--- src/rtl/mc_control.sv ---
// mc_control: multicycle MIPS control FSM (lw, sw, R-type, beq, addi, j); define MC_CONTROL_BNE_EN to add bne
module mc_control (
    input  logic       clk,
    input  logic       reset,
    input  logic [5:0] opcode,
    input  logic [5:0] funct,
    input  logic       zero,
    input  logic       mem_ready,
    output logic       mem_to_reg,
    output logic       reg_dst,
    output logic       i_or_d,
    output logic       alu_src_a,
    output logic       ir_write,
    output logic       mem_write,
    output logic       reg_write,
    output logic       pc_en,
    output logic [1:0] pc_src,
    output logic [1:0] alu_src_b,
    output logic [2:0] alu_ctrl,
    output logic       illegal_op,
    output logic [3:0] state
);
    localparam logic [5:0] OP_R    = 6'b000000;
    localparam logic [5:0] OP_LW   = 6'b100011;
    localparam logic [5:0] OP_SW   = 6'b101011;
    localparam logic [5:0] OP_BEQ  = 6'b000100;
    localparam logic [5:0] OP_ADDI = 6'b001000;
    localparam logic [5:0] OP_J    = 6'b000010;

    typedef enum logic [3:0] {
        FETCH   = 4'd0,
        DECODE  = 4'd1,
        MEMADR  = 4'd2,
        MEMRD   = 4'd3,
        MEMWB   = 4'd4,
        MEMWR   = 4'd5,
        EXECUTE = 4'd6,
        ALUWB   = 4'd7,
        BRANCH  = 4'd8,
        ADDIEX  = 4'd9,
        ADDIWB  = 4'd10,
        JUMP    = 4'd11
    } state_t;

    state_t cur, nxt, s;
    logic is_bne, is_br, fn_ok;
    logic [2:0] fn_alu;

`ifdef MC_CONTROL_BNE_EN
    assign is_bne = opcode == 6'b000101;
`else
    assign is_bne = 1'b0;
`endif
    assign is_br = opcode == OP_BEQ || is_bne;

    // R-type funct to ALU operation; unknown functs fall back to add and are flagged
    always_comb begin
        fn_ok  = 1'b1;
        fn_alu = 3'b010;
        case (funct)
            6'b100000: fn_alu = 3'b010;
            6'b100010: fn_alu = 3'b110;
            6'b100100: fn_alu = 3'b000;
            6'b100101: fn_alu = 3'b001;
            6'b101010: fn_alu = 3'b111;
            default:   fn_ok  = 1'b0;
        endcase
    end

    // next-state selection; memory states wait on mem_ready, unused encodings recover to FETCH
    always_comb begin
        nxt = FETCH;
        case (cur)
            FETCH:   nxt = mem_ready ? DECODE : FETCH;
            DECODE:  nxt = (opcode == OP_LW || opcode == OP_SW) ? MEMADR :
                           opcode == OP_R    ? EXECUTE :
                           is_br             ? BRANCH  :
                           opcode == OP_ADDI ? ADDIEX  :
                           opcode == OP_J    ? JUMP    : FETCH;
            MEMADR:  nxt = opcode == OP_SW ? MEMWR : MEMRD;
            MEMRD:   nxt = mem_ready ? MEMWB : MEMRD;
            MEMWR:   nxt = mem_ready ? FETCH : MEMWR;
            EXECUTE: nxt = fn_ok ? ALUWB : FETCH;
            ADDIEX:  nxt = ADDIWB;
            default: nxt = FETCH;
        endcase
    end

    // state register with synchronous reset back to FETCH
    always_ff @(posedge clk) begin
        cur <= reset ? FETCH : nxt;
    end

    // Moore output decode; reset presents FETCH with all write/enable strobes low
    always_comb begin
        s          = reset ? FETCH : cur;
        mem_to_reg = 1'b0;
        reg_dst    = 1'b0;
        i_or_d     = 1'b0;
        alu_src_a  = 1'b0;
        ir_write   = 1'b0;
        mem_write  = 1'b0;
        reg_write  = 1'b0;
        pc_en      = 1'b0;
        pc_src     = 2'b00;
        alu_src_b  = 2'b00;
        alu_ctrl   = 3'b010;
        illegal_op = 1'b0;
        case (s)
            FETCH: begin
                alu_src_b = 2'b01;
                ir_write  = mem_ready & ~reset;
                pc_en     = mem_ready & ~reset;
            end
            DECODE: begin
                alu_src_b  = 2'b11;
                illegal_op = !(opcode == OP_LW || opcode == OP_SW || opcode == OP_R ||
                               is_br || opcode == OP_ADDI || opcode == OP_J);
            end
            MEMADR: begin
                alu_src_a = 1'b1;
                alu_src_b = 2'b10;
            end
            MEMRD: i_or_d = 1'b1;
            MEMWB: begin
                mem_to_reg = 1'b1;
                reg_write  = 1'b1;
            end
            MEMWR: begin
                i_or_d    = 1'b1;
                mem_write = 1'b1;
            end
            EXECUTE: begin
                alu_src_a  = 1'b1;
                alu_ctrl   = fn_alu;
                illegal_op = ~fn_ok;
            end
            ALUWB: begin
                reg_dst   = 1'b1;
                reg_write = 1'b1;
            end
            BRANCH: begin
                alu_src_a = 1'b1;
                alu_ctrl  = 3'b110;
                pc_src    = 2'b01;
                pc_en     = is_bne ? ~zero : zero;
            end
            ADDIEX: begin
                alu_src_a = 1'b1;
                alu_src_b = 2'b10;
            end
            ADDIWB: reg_write = 1'b1;
            JUMP: begin
                pc_src = 2'b10;
                pc_en  = 1'b1;
            end
            default: ;
        endcase
    end

    assign state = s;
endmodule

--- config.mk ---
export PLATFORM = sky130hd
export DESIGN_NAME = mc_control
export DESIGN_NICKNAME = d
export VERILOG_FILES = /design/src/rtl/mc_control.sv
export SDC_FILE = /design/constraint.sdc
export NUM_CORES = 1
export LEC_CHECK = 0
export ABC_AREA = 1
export CORE_UTILIZATION = 30
export DETAILED_ROUTE_END_ITERATION = 8
export PLACE_DENSITY_LB_ADDON = 0.1
export SYNTH_ARGS = -nofsm -noshare
export SYNTH_HDL_FRONTEND = slang
export SYNTH_SLANG_ARGS = --single-unit
--- constraint.sdc ---
create_clock -name clk -period 1.63 [get_ports clk]
set_input_delay 0.326 -clock clk [delete_from_list [all_inputs] [get_ports clk]]
set_output_delay 0.326 -clock clk [all_outputs]
set_load 0.02 [all_outputs]
# == After elaboration in Yosys (flattened, before gate mapping) ==
# Index checks and enable logic that the tools add are counted.
# op_classes
eq_ne,27
muxes,26
bitwise_logic,3
reduce_logical,14
# op_table
op,n
$eq 6x6->1 const B,7
$pmux 4 s7,1
$eq 4x3->1 const B,6
$mux 4,6
$eq 4x4->1 const B,5
$eq 4x2->1 const B,4
$mux 3,4
$pmux 3 s4,1
$mux 1,9
$eq 4x1->1 const B,2
$logic_not 4->1,2
$eq 6x2->1 const B,1
$eq 6x3->1 const B,1
$eq 6x4->1 const B,1
$logic_not 6->1,1
$pmux 2 s3,1
$pmux 3 s2,1
$logic_or 1x1->1,5
$reduce_or 5->1,1
$pmux 2 s2,1
$reduce_or 2->1,2
$reduce_or 4->1,1
$pmux 1 s3,1
$reduce_or 3->1,1
other kinds (4),5
# totals
ff_bits,4
in_bits,16
output_inout_bits,20
word_cells,71

# == Longest topological paths before layout ==
# depth
depth_word,8
depth_mapped,8
mapped_depth_nobuf,8

# == Worst setup path before layout ==
# Ideal clock, no wire load.
# synth_timing
kind,in2out
start,input port reset
end,output port pc_en
arrival_ns,1.461
t_required_ns,1.304
setup_slack_ns,-0.157
path_stages,5
path_buffers,1
cell_sequence,buf_4 nor2_2 nand2_2 nor2_1 a211o_1
# synth_between
elab_chain_len,3
word_cells_on_any_way,7
classes_between,eq/ne: 2; mux: 2; bitwise: 2; reduce/logical: 1
# synth_rtl
element,line_no,source
from (decl),4,"input logic reset,"
$mux 4 *,96,s = reset ? FETCH : cur;
via state[3],21,output logic [3:0] state
$eq 4x4->1 or $logic_not 4->1 (tied branches),109,case (s)
$pmux 1 s3 *,109,
to (decl),16,"output logic pc_en,"
# The timed path passes the listed nets; every way through them passes the cells marked *.

# == Worst setup path in the final report ==
# layout_timing
start,register cur[2]
end,output port alu_ctrl[0]
# layout_between
elab_chain_len,3
word_cells_on_any_way,4
classes_between,eq/ne: 2; mux: 2
# layout_rtl
element,line_no,source
from (decl),45,"state_t cur, nxt, s;"
from (signal assigned),91,cur <= reset ? FETCH : nxt;
$mux 4 *,96,
$eq 4x4->1 or $eq 4x3->1 (tied branches),109,
$pmux 3 s2 *,109,
to (decl),19,"output logic [2:0] alu_ctrl,"
# Mark *: on every way between the ends. The rest lies on a longest branch, timed or not.

==> results by group <==
Power and ir drop
  – Combinational share of power: 0.459
  – Cell Int Power: 0.274 mW
  – Leak pwr: 0.782 nW
  – Sw Ratio: 0.350
  – Clk pwr share: 0.293
  – Switching power: 0.147 mW
  – Maximum VDD drop: 548 µV
  – Flop pwr share: 0.248
  – Pwr/cell area: 285 nW/µm²

Placed design
  – Place WS: -0.764 ns
  – Input/output buffers: 35
  – Placed cell area: 1250 µm²
  – DP HPWL: 1830 µm
  – Gpl congestion: 0.911

Min path
  – Hold Path Class: in -> reg

Timing
  – RSZ-0062 raised after global routing: yes
  – Hold Vio Cnt, Final: 0
  – Layout Skew: 0.00549 ns
  – Measured slew at the worst slew-check pin: 0.322 ns
  – Post-route minimum period: 1.83 ns
  – Final worst-path cycle share: 1.13
  – Slew headroom: 0.784
  – Final setup fails: 10
  – Post-route setup slack: -0.205 ns
  – Peak Freq: 545 MHz
  – Max Slew Vio Count: 0
  – Hold_ws: 0.716 ns

Clock tree
  – H-tree depth: 1
  – CTS tree: yes
  – CTS Buf Count: 3
  – Clk slew on worst S/H paths: 0.04 ns
  – Root Driver: clkbuf_4
  – Clock sink total: 4
  – Clk_lat worst skew: 0.24 ns
  – Clk buf depth: 2
  – Hold Buf Count CTS: 0

Flow run
  – Max Cap Viol: 0

Yosys
  – Post-synth top cells: nor2_1, nand2_1, nand3_1
  – Synth Register Bits: 4
  – Ys async rst share: 0
  – Count leader, synth: nor2_1
  – Synthesized instance count: 113
  – Post-synthesis sequential area ratio: 0.135
  – Syn_nets: 129
  – Synth area leader: nor2_1
  – Area of the mapped netlist: 594 µm²
  – Share of the synthesized area in the top cell type: 0.177
  – Avg Inst Size Synth: 5.26 µm²
  – Synth Warn #: 0
  – Top cells by area, synth: nor2_1, nand3_1, dfxtp_1, nand2_1, inv_1
  – Synth Flop Type: dfxtp_1
  – Number of synthesized flops with an enable pin: 0
  – Yosys cell types: 20

Drt
  – DRC violations left: 0
  – Via count: 1071
  – Drt via density: 4.94
  – DR iter-0 viols: 20
  – Drt pass-1 iters: 4
  – Routed wire per std cell: 14.7 µm
  – Final ANT Viol Nets: 0
  – Routed WL: 3190 µm

Worst setup path
  – WP buf/inv: 3
  – Critical path launch point type: register
  – Critical Path Max Stage Delay: 0.36 ns
  – Crit. End Element: output pin
  – Crit path max-delay cell type: dfxtp_2
  – Arr. time, crit path: 1.51 ns
  – CP max FO: 3
  – Worst-path cell chain: inv_2 -> nor2_4 -> nand2_2 -> nor2_4 -> inv_2 -> nor2_2 -> nand2_2 -> o21ai_4 -> buf_6
  – Crit-path leading delay family: simple AND/OR/NAND/NOR gates
  – Worst Path Required: 1.30 ns
  – Critical path type: reg -> out

Cells and area
  – Largest registers: cur: 4 flops
  – Register with the most flip-flops: cur
  – Register Area: 85.1 µm²
  – Design area: 1480 µm²
  – Share of layout cells above drive strength 1: 0.599
  – Fin nets: 210
  – Max reg flops: 4
  – Fill count: 116
  – Antenna Cells: 0
  – Multi-input logic area: 614 µm²
  – Synth-to-Final Area Change: 149%

Outcome
  – Status: finished, violations left
  – Failing checks: setup timing

Die
  – Die Ht: 46.5 µm
  – Die area: 2160 µm²
  – # rows: 15
  – Core area: 1780 µm²
  – Die W: 46.5 µm
  – Initial Utilization: 0.333
  – I/O pin total: 36

Global routing
  – Gr usage total: 0.302
  – Vias in the first global route: 1068
  – Largest net degree at the start of global routing: 7
  – Initial antenna violation count: 0
  – Global-route wire length before repair: 4550 µm
  – GRT Residual Overflow: 0
path summary, 6_finish.rpt:
kind | startpoint | end | slack (ns) | cells after the start
setup / recovery | cur[2]$_SDFF_PP0_ | alu_ctrl[0] | -0.20 | 9
hold / removal | reset | cur[2]$_SDFF_PP0_ | 0.72 | 4
setup reg to reg | cur[0]$_SDFF_PP0_ | cur[1]$_SDFF_PP0_ | 0.24 | 11
hold reg to reg | cur[2]$_SDFF_PP0_ | cur[2]$_SDFF_PP0_ | 0.79 | 5
metrics by stage:
| stage | total power, mW | setup TNS [ns] | instances | util |
|---|---|---|---|---|
| after floorplan | 0.168 | -0.0344 | 113 | - |
| after global placement | 0.267 | -12.08 | 204 | 0.699 |
| after detailed placement | 0.270 | -12.80 | 204 | 0.699 |
| after CTS | 0.416 | -0.630 | 216 | 0.814 |
| after global routing | 0.443 | -1.60 | 217 | 0.829 |
| final | 0.421 | -0.978 | 217 | 0.829 |
routing by layer:
metal  vias up  part of all wire  GRT usage  wire (µm)
met1       502              0.37      0.309       1180
li1        523                 -          -          -
met5         -                 0          0          0
met3         8             0.040     0.0431        127
met2        38              0.57      0.569       1810
met4         0             0.022      0.165         70
logic make-up (layout without fill, tap and decap cells):
| logic type | count (synthesis) | count (layout) | synth area share |
|---|---|---|---|
| simple gates | 77 | 77 | 0.608 |
| compound gates | 10 | 10 | 0.112 |
| flops | 4 | 4 | 0.135 |
| buf+inv | 22 | 101 | 0.145 |
tightest hold or removal path, stage by stage:
cell	delay, ns
clkdlybuf4s15_2	0.23
buf_4	0.17
buf_4	0.14
nor2_1	0.05
power by group through the flow:
| stage | sequential (mW) | combinational, mW | clock, mW |
|---|---|---|---|
| 6_report | 0.104 | 0.193 | 0.123 |
| 5_1_grt | 0.104 | 0.204 | 0.135 |
| 4_1_cts | 0.104 | 0.183 | 0.129 |
| 3_5_place_dp | 0.105 | 0.165 | 0 |
| 3_3_place_gp | 0.105 | 0.162 | 0 |
| 2_1_floorplan | 0.105 | 0.0632 | 0 |
repair_timing:
action,CTS,global route
pin swaps,14,10
resized for setup,140,20
setup endpoints to repair,20,19
setup buffers,9,2
cells in the final DEF, fill, tap and decap left out, drive strengths merged:
cell type,instances
a211o,2
a21oi,1
a31o,1
a31oi,1
buf,58
clkbuf,5
clkdlybuf4s15,1
clkdlybuf4s50,1
dfxtp,4
dlygate4sd2,15
inv,21
nand2,21
nand3,17
nand4,3
nor2,34
nor3,2
o21ai,2
o22ai,3
cell type report:
type	count	area share
repair buffers	77	0.437
multi-input cells	87	0.416
flip-flops and latches	4	0.0576
inverters	21	0.0533
well taps	25	0.0212
clock buffers	3	0.0152
Note: power is estimated with default switching activity, not from simulation.
